### src/rtl/id_ex_stage.sv
// ID/EX pipeline register with load-use hazard detection.
// Inserts LOAD_USE_BUBBLES bubbles per hazard and flushes on EX redirect.
module id_ex_stage #(
  parameter int XLEN             = 32,
  parameter int LOAD_USE_BUBBLES = 1,
  parameter int CNT_W            = 16
) (
  input  logic             clk,
  input  logic             rst_n,
  input  logic             id_valid,
  input  logic [XLEN-1:0]  id_pc,
  input  logic [4:0]       id_rs1,
  input  logic [4:0]       id_rs2,
  input  logic [4:0]       id_rd,
  input  logic             id_uses_rs1,
  input  logic             id_uses_rs2,
  input  logic [XLEN-1:0]  id_DataA,
  input  logic [XLEN-1:0]  id_DataB,
  input  logic [XLEN-1:0]  id_imm,
  input  logic             id_RegWEn,
  input  logic             id_MemRW,
  input  logic             id_MemRd,
  input  logic [3:0]       id_ALUSel,
  input  logic             ex_flush,
  output logic             ex_valid,
  output logic [XLEN-1:0]  ex_pc,
  output logic [4:0]       ex_rs1,
  output logic [4:0]       ex_rs2,
  output logic [4:0]       ex_rd,
  output logic [XLEN-1:0]  ex_DataA,
  output logic [XLEN-1:0]  ex_DataB,
  output logic [XLEN-1:0]  ex_imm,
  output logic             ex_RegWEn,
  output logic             ex_MemRW,
  output logic             ex_MemRd,
  output logic [3:0]       ex_ALUSel,
  output logic             stall,
  output logic [CNT_W-1:0] stall_cnt
);

  typedef struct packed {
    logic            valid;
    logic [XLEN-1:0] pc;
    logic [4:0]      rs1;
    logic [4:0]      rs2;
    logic [4:0]      rd;
    logic [XLEN-1:0] data_a;
    logic [XLEN-1:0] data_b;
    logic [XLEN-1:0] imm;
    logic            reg_wen;
    logic            mem_rw;
    logic            mem_rd;
    logic [3:0]      alu_sel;
  } id_ex_t;

  typedef enum logic {
    RUN,
    BUBBLE
  } state_e;

  localparam logic [1:0] REM_INIT = 2'(LOAD_USE_BUBBLES - 1);
  localparam bit MULTI = (LOAD_USE_BUBBLES > 1);

  state_e           state_q, state_d;
  logic [1:0]       rem_q, rem_d;
  id_ex_t           ex_q, ex_d, id_bus;
  logic [CNT_W-1:0] cnt_q, cnt_d;
  logic             hit_rs1, hit_rs2;
  logic             load_use;
  logic             bubble;
  logic             stall_o;

  always_comb begin
    id_bus         = '0;
    id_bus.valid   = id_valid;
    id_bus.pc      = id_pc;
    id_bus.rs1     = id_rs1;
    id_bus.rs2     = id_rs2;
    id_bus.rd      = id_rd;
    id_bus.data_a  = id_DataA;
    id_bus.data_b  = id_DataB;
    id_bus.imm     = id_imm;
    id_bus.reg_wen = id_RegWEn;
    id_bus.mem_rw  = id_MemRW;
    id_bus.mem_rd  = id_MemRd;
    id_bus.alu_sel = id_ALUSel;
  end

  // x0 as a load target never creates a dependency
  always_comb begin
    hit_rs1  = id_uses_rs1 && (id_rs1 == ex_q.rd);
    hit_rs2  = id_uses_rs2 && (id_rs2 == ex_q.rd);
    load_use = id_valid && ex_q.valid && ex_q.mem_rd &&
               (ex_q.rd != 5'd0) && (hit_rs1 || hit_rs2);
  end

  always_comb begin
    state_d = state_q;
    rem_d   = rem_q;
    stall_o = 1'b0;
    bubble  = 1'b0;
    if (ex_flush) begin
      bubble  = 1'b1;
      state_d = RUN;
      rem_d   = 2'd0;
    end else begin
      unique case (state_q)
        RUN: begin
          if (load_use) begin
            stall_o = 1'b1;
            bubble  = 1'b1;
            if (MULTI) begin
              state_d = BUBBLE;
              rem_d   = REM_INIT;
            end
          end
        end
        BUBBLE: begin
          stall_o = 1'b1;
          bubble  = 1'b1;
          rem_d   = rem_q - 2'd1;
          if (rem_q == 2'd1) begin
            state_d = RUN;
          end
        end
        default: begin
          state_d = RUN;
          rem_d   = 2'd0;
        end
      endcase
    end
  end

  always_comb begin
    ex_d  = bubble ? '0 : id_bus;
    cnt_d = cnt_q;
    if (stall_o && (cnt_q != '1)) begin
      cnt_d = cnt_q + CNT_W'(1);
    end
  end

  always_ff @(posedge clk or negedge rst_n) begin
    if (!rst_n) begin
      state_q <= RUN;
      rem_q   <= 2'd0;
      ex_q    <= '0;
      cnt_q   <= '0;
    end else begin
      state_q <= state_d;
      rem_q   <= rem_d;
      ex_q    <= ex_d;
      cnt_q   <= cnt_d;
    end
  end

  assign ex_valid  = ex_q.valid;
  assign ex_pc     = ex_q.pc;
  assign ex_rs1    = ex_q.rs1;
  assign ex_rs2    = ex_q.rs2;
  assign ex_rd     = ex_q.rd;
  assign ex_DataA  = ex_q.data_a;
  assign ex_DataB  = ex_q.data_b;
  assign ex_imm    = ex_q.imm;
  assign ex_RegWEn = ex_q.reg_wen;
  assign ex_MemRW  = ex_q.mem_rw;
  assign ex_MemRd  = ex_q.mem_rd;
  assign ex_ALUSel = ex_q.alu_sel;
  assign stall     = stall_o;
  assign stall_cnt = cnt_q;

endmodule

### config.mk
export PLATFORM = sky130hd
export DESIGN_NAME = id_ex_stage
export DESIGN_NICKNAME = d
export VERILOG_FILES = /design/src/rtl/id_ex_stage.sv
export SDC_FILE = /design/constraint.sdc
export NUM_CORES = 1
export LEC_CHECK = 0
export CORE_ASPECT_RATIO = 0.7
export CORE_UTILIZATION = 30
export DETAILED_ROUTE_END_ITERATION = 10
export PLACE_DENSITY_LB_ADDON = 0.3
export SLEW_MARGIN = 20
export SYNTH_ARGS = -nofsm -noshare
export SYNTH_HDL_FRONTEND = slang
export SYNTH_SLANG_ARGS = --single-unit
### constraint.sdc
create_clock -name clk -period 2.7 [get_ports clk]
set_input_delay 0.405 -clock clk [delete_from_list [all_inputs] [get_ports clk]]
set_output_delay 0.405 -clock clk [all_outputs]
set_load 0.005 [all_outputs]
# Yosys cells after proc, flatten, opt, wreduce, memory -nomap -nowiden
# Cells that the tools add are included.
# totals
input_bits	156
regBits	170
# classes
addsub	2
reduce_logical	10
muxes	10
eq_ne	4
n_bitwise	1
# ops
cell	count
$mux 151	1
$add 16x1->16 const B	1
$ne 16x16->1 const B	1
$eq 5x5->1	2
$logic_and 1x1->1	7
$mux 1	6
$reduce_bool 5->1	1
$mux 2	2
$eq 2x1->1 const B	1
$pmux 1 s2	1
$reduce_bool 2->1	1
$sub 2x1->2 const B	1
$logic_or 1x1->1	1
$not 1->1	1

# Depth between registers and ports, before layout
# depth
word_depth	8
mapped_depth	8
depth_no_buf	7

# Worst setup path after synthesis
# No wires, ideal clock.
# synth_timing
path_kind	register -> register
startpoint	reg cnt_q[0], in the netlist stall_cnt[0]
endpoint	reg cnt_q[1], in the netlist stall_cnt[1]
setup_ns	0.127
path_slack_ns	0.710
arrival_time_ns	1.863
t_required_ns	2.573
n_path_buf	1
path_stages_with_launch	8
path_cell_list	dfrtp_1 > ha_1 > nand3_2 > or4_1 > o211a_1 > nand2_2 > buf_6 > mux2_1
# synth_between
elab_chain_cells	2
word_cells_on_any_way	3
# synth_rtl
item	line_no	rtl
from (decl)	67	logic [CNT_W-1:0] cnt_q, cnt_d;
from (signal assigned)	152	cnt_q <= cnt_d;
branches (longest 2 deep; another with $add 16x1->16)	n/a	
# Parallel ways; which one is timed is not known.
# A chain may end at the register's enable or synchronous reset.

# Worst setup path in the final report
# layout_timing
startpoint	in id_rs2[0]
endpoint	out stall
# layout_between
elab_chain_cells	7
# layout_rtl
item	line_no	rtl
from (decl)	13	input logic [4:0] id_rs2,
$eq 5x5->1	92	hit_rs2 = id_uses_rs2 && (id_rs2 == ex_q.rd);
$logic_and 1x1->1	92	
$logic_or 1x1->1	94	(ex_q.rd != 5'd0) && (hit_rs1 || hit_rs2);
$logic_and 1x1->1	94	
$mux 1	109	if (load_use) begin
$pmux 1 s2	107	unique case (state_q)
$mux 1	102	if (ex_flush) begin
to (decl)	37	output logic stall,
# Every way passes these cells.

==> insert_results.sql <==
INSERT INTO impl_metrics (metric_group, metric, value, unit) VALUES
('outcome', 'status', 'finished clean', ''),
('clocking', 'cts-buffers-inserted', '17', ''),
('floorplan', 'starting_utilization_of_the_core_area', '30.9', '%'),
('sta', 'timing_hold_violations_final', '0', ''),
('clocking', 'clock_network_latency_to_the_later_pin_of_the_worst_skew_pair', '0.42', 'ns'),
('layout', 'antenna_cells', '0', ''),
('layout', 'seqCellArea', '4260', 'sq um'),
('clocking', 'cts_max_path_buffers', '2', ''),
('drt', 'totalWireLength', '17000', 'um'),
('floorplan', 'floorplan.die.height', '119', 'um'),
('drt', 'antenna_violating_nets_post_route', '0', ''),
('global_routing', 'gr-total-overflow', '0', ''),
('critical_path', 'critical_r2r_launch', 'stall_cnt[0]', ''),
('logic_synthesis', 'netlist_top_cells_count', '170 x dfrtp_1, 151 x and3_1, 31 x clkbuf_1', ''),
('critical_path', 'timing.critical_path.arrival', '2.19', 'ns'),
('critical_path', 'endpoint_kind', 'output port', ''),
('sta', 'report.final.setup_viol', '0', ''),
('clocking', 'cts_post_setup_buffers_inserted', '0', ''),
('sta', 'setup_repair_after_global_routing_missed_its_margin', 'false', ''),
('clocking', 'htree_levels', '4', ''),
('sta', 'slew_headroom', '46.5', '%'),
('sta', 'holdWs', '0.000164', 'ns'),
('critical_path', 'r2r_cells', '6', ''),
('floorplan', 'fp.dieArea', '20200', 'sq um'),
('logic_synthesis', 'ys_warn_count', '0', ''),
('logic_synthesis', 'ys_top_cells_by_area', 'dfrtp_1 72%, and3_1 16%, xnor2_1 2.2%', ''),
('logic_synthesis', 'syn-instance-count', '437', ''),
('global_routing', 'grt_first_pass_wirelength', '26400', 'um'),
('logic_synthesis', 'synth_enable_flop_cells', '0', ''),
('placed_design', 'port_buffers', '323', ''),
('critical_path', 'crit_type', 'input pin to output port', ''),
('layout', 'multiInputGateArea', '1500', 'sq um'),
('placed_design', 'place.detailed.hpwl', '12200', 'um'),
('layout', 'fraction_of_layout_cells_with_a_size_suffix_above_1', '7.02', '%'),
('layout', 'syn2layout_area_growth', '70.0', '%'),
('power_and_ir_drop', 'power_density', '574', 'nW/um^2'),
('critical_path', 'required', '2.30', 'ns'),
('flow_run', 'max-cap-violations', '0', ''),
('logic_synthesis', 'synth.largest_area_cell', 'dfrtp_1', ''),
('logic_synthesis', 'async_flop_share', '100', '%'),
('global_routing', 'grt_util_all_layers', '17.1', '%'),
('drt', 'route.detailed.drc', '0', ''),
('drt', 'detailedRoute.firstPassIterationCount', '4', ''),
('logic_synthesis', 'synth_top_flop_cell', 'dfrtp_1', ''),
('logic_synthesis', 'ys_ff_latch', '170', ''),
('floorplan', 'core_area', '19100', 'sq um'),
('clocking', 'clkSinkCount', '170', ''),
('drt', 'first_iter_violations', '233', ''),
('floorplan', 'top_level_ports', '324', ''),
('sta', 'max_clock_freq', '385', 'MHz'),
('logic_synthesis', 'synth_cell_types', '29', ''),
('critical_path', 'ff2ff_setup_slack', '0.49', 'ns'),
('power_and_ir_drop', 'power_leakage', '4.75', 'nW'),
('logic_synthesis', 'synthDominantCellAreaShare', '72.2', '%'),
('sta', 'drv_slew', '0', ''),
('sta', 'timing.clock.skew', '0.0114', 'ns'),
('global_routing', 'pin_count_of_the_biggest_net_entering_global_routing', '97', ''),
('drt', 'drt-wirelength-per-cell', '16.4', 'um'),
('floorplan', 'rows', '42', ''),
('sta', 'finalCritPeriodShare', '96.2', '%'),
('layout', 'design.final.nets', '914', ''),
('placed_design', 'placed_cell_area', '9430', 'sq um'),
('sta', 'worst-slew-pin-transition', '0.803', 'ns'),
('clocking', 'cts_root_buffer', 'clkbuf_16', ''),
('drt', 'detailroute.via_count', '4582', ''),
('clocking', 'cts_tree', 'yes', ''),
('clocking', 'post_cts_sizing_count', '0', ''),
('clocking', 'holdBufCountCts', '0', ''),
('worst_hold_path', 'hold_path.class', 'input pin to async pin', ''),
('placed_design', 'finalWeightedCongestion', '0.802', ''),
('logic_synthesis', 'seq_area_frac_synth', '72.2', '%');
cell type report:
class	count	area share, %
Clock buffer	19	4.52
Clock inverter	13	1.30
Inverter	5	0.200
Multi-Input combinational cell	228	15.0
Sequential cell	170	42.5
Tap cell	264	3.30
Timing Repair Buffer	334	33.2
where the power goes:
part,internal [W],switching (W)
Combinational,0.000468,0.000216
Clock,0.00127,0.00109
Sequential,0.00266,0.0000399
cell families (layout without fill, tap and decap cells):
group / after synthesis / count (layout) / synth area share (%)
and+or+nand+nor: 192 / 192 / 19.8
DFF: 170 / 170 / 72.2
buffers and inverters: 39 / 371 / 2.65
xor gates and xnor gates: 25 / 25 / 3.71
AOI/OAI and AO/OA: 6 / 6 / 0.743
muxes: 3 / 3 / 0.552
adders and majority gates: 2 / 2 / 0.424
per-layer routing:
layer / track usage [%] / wire [um]
met1: 21.7 / 7320
met2: 28.1 / 8400
met3: 4.82 / 1050
met4: 5.63 / 200
met5: 0 / 0
sequential cells by signal, indices dropped and copies added (netlist names), 2 cells and up:
signal     flops
ex_ALUSel      4
ex_DataA      32
ex_DataB      32
ex_imm        32
ex_pc         32
ex_rd          5
ex_rs1         5
ex_rs2         5
rem_q          2
stall_cnt     16
worst max-delay path, cell delays in order:
cell	delay [ns]
clkdlybuf4s50_1	0.52
xnor2_1	0.14
nand4_1	0.15
o22ai_2	0.21
a21oi_4	0.08
nor2_1	0.16
clkdlybuf4s50_1	0.54
metrics by stage:
stage | util (%) | setup WS, ns | cells | total power [W]
floorplan | - | 0.710 | 437 | 0.00288
global placement | 49.4 | 0.0153 | 1001 | 0.00343
detailed placement | 49.4 | 0.0336 | 1001 | 0.00344
CTS | 52.5 | 0.0149 | 1033 | 0.00584
global route | 52.5 | 0.00139 | 1033 | 0.00601
finish | 52.5 | 0.102 | 1033 | 0.00576
worst max-delay path by stage:
stage | end | slack, ns | from | cells past startpoint
after detailed placement | stall | 0.03 | id_rs2[0] | 7
after floorplan | stall_cnt[1] | 0.71 | stall_cnt[0] | 7
after CTS | stall | 0.01 | ex_rd[2] | 6
final | stall | 0.10 | id_rs2[0] | 7
after global placement | stall | 0.02 | id_rs2[0] | 7
after global routing | stall | 0.001 | ex_rd[2] | 6
cell usage in the layout, fill, tap and decap left out, drive strengths merged:
cell | Yosys | final
o221ai | 1 | 1
inv | 4 | 11
nor4b | 2 | 2
o2111ai | 1 | 1
buf | 3 | 12
clkinv | 1 | 4
xor2 | 10 | 10
clkbuf | 31 | 19
nor4 | 3 | 3
or4 | 1 | 1
nor2 | 8 | 8
mux2i | 1 | 1
nand4 | 6 | 6
nand2 | 8 | 8
a21oi | 2 | 2
nand3 | 5 | 5
clkinvlp | 0 | 3
xnor2 | 15 | 15
clkdlybuf4s50 | 0 | 322
dfrtp | 170 | 170
ha | 2 | 2
nor3 | 8 | 8
and3 | 151 | 151
o211a | 1 | 1
mux2 | 2 | 2
o22ai | 1 | 1
Note: power is estimated with default switching activity, not from simulation.
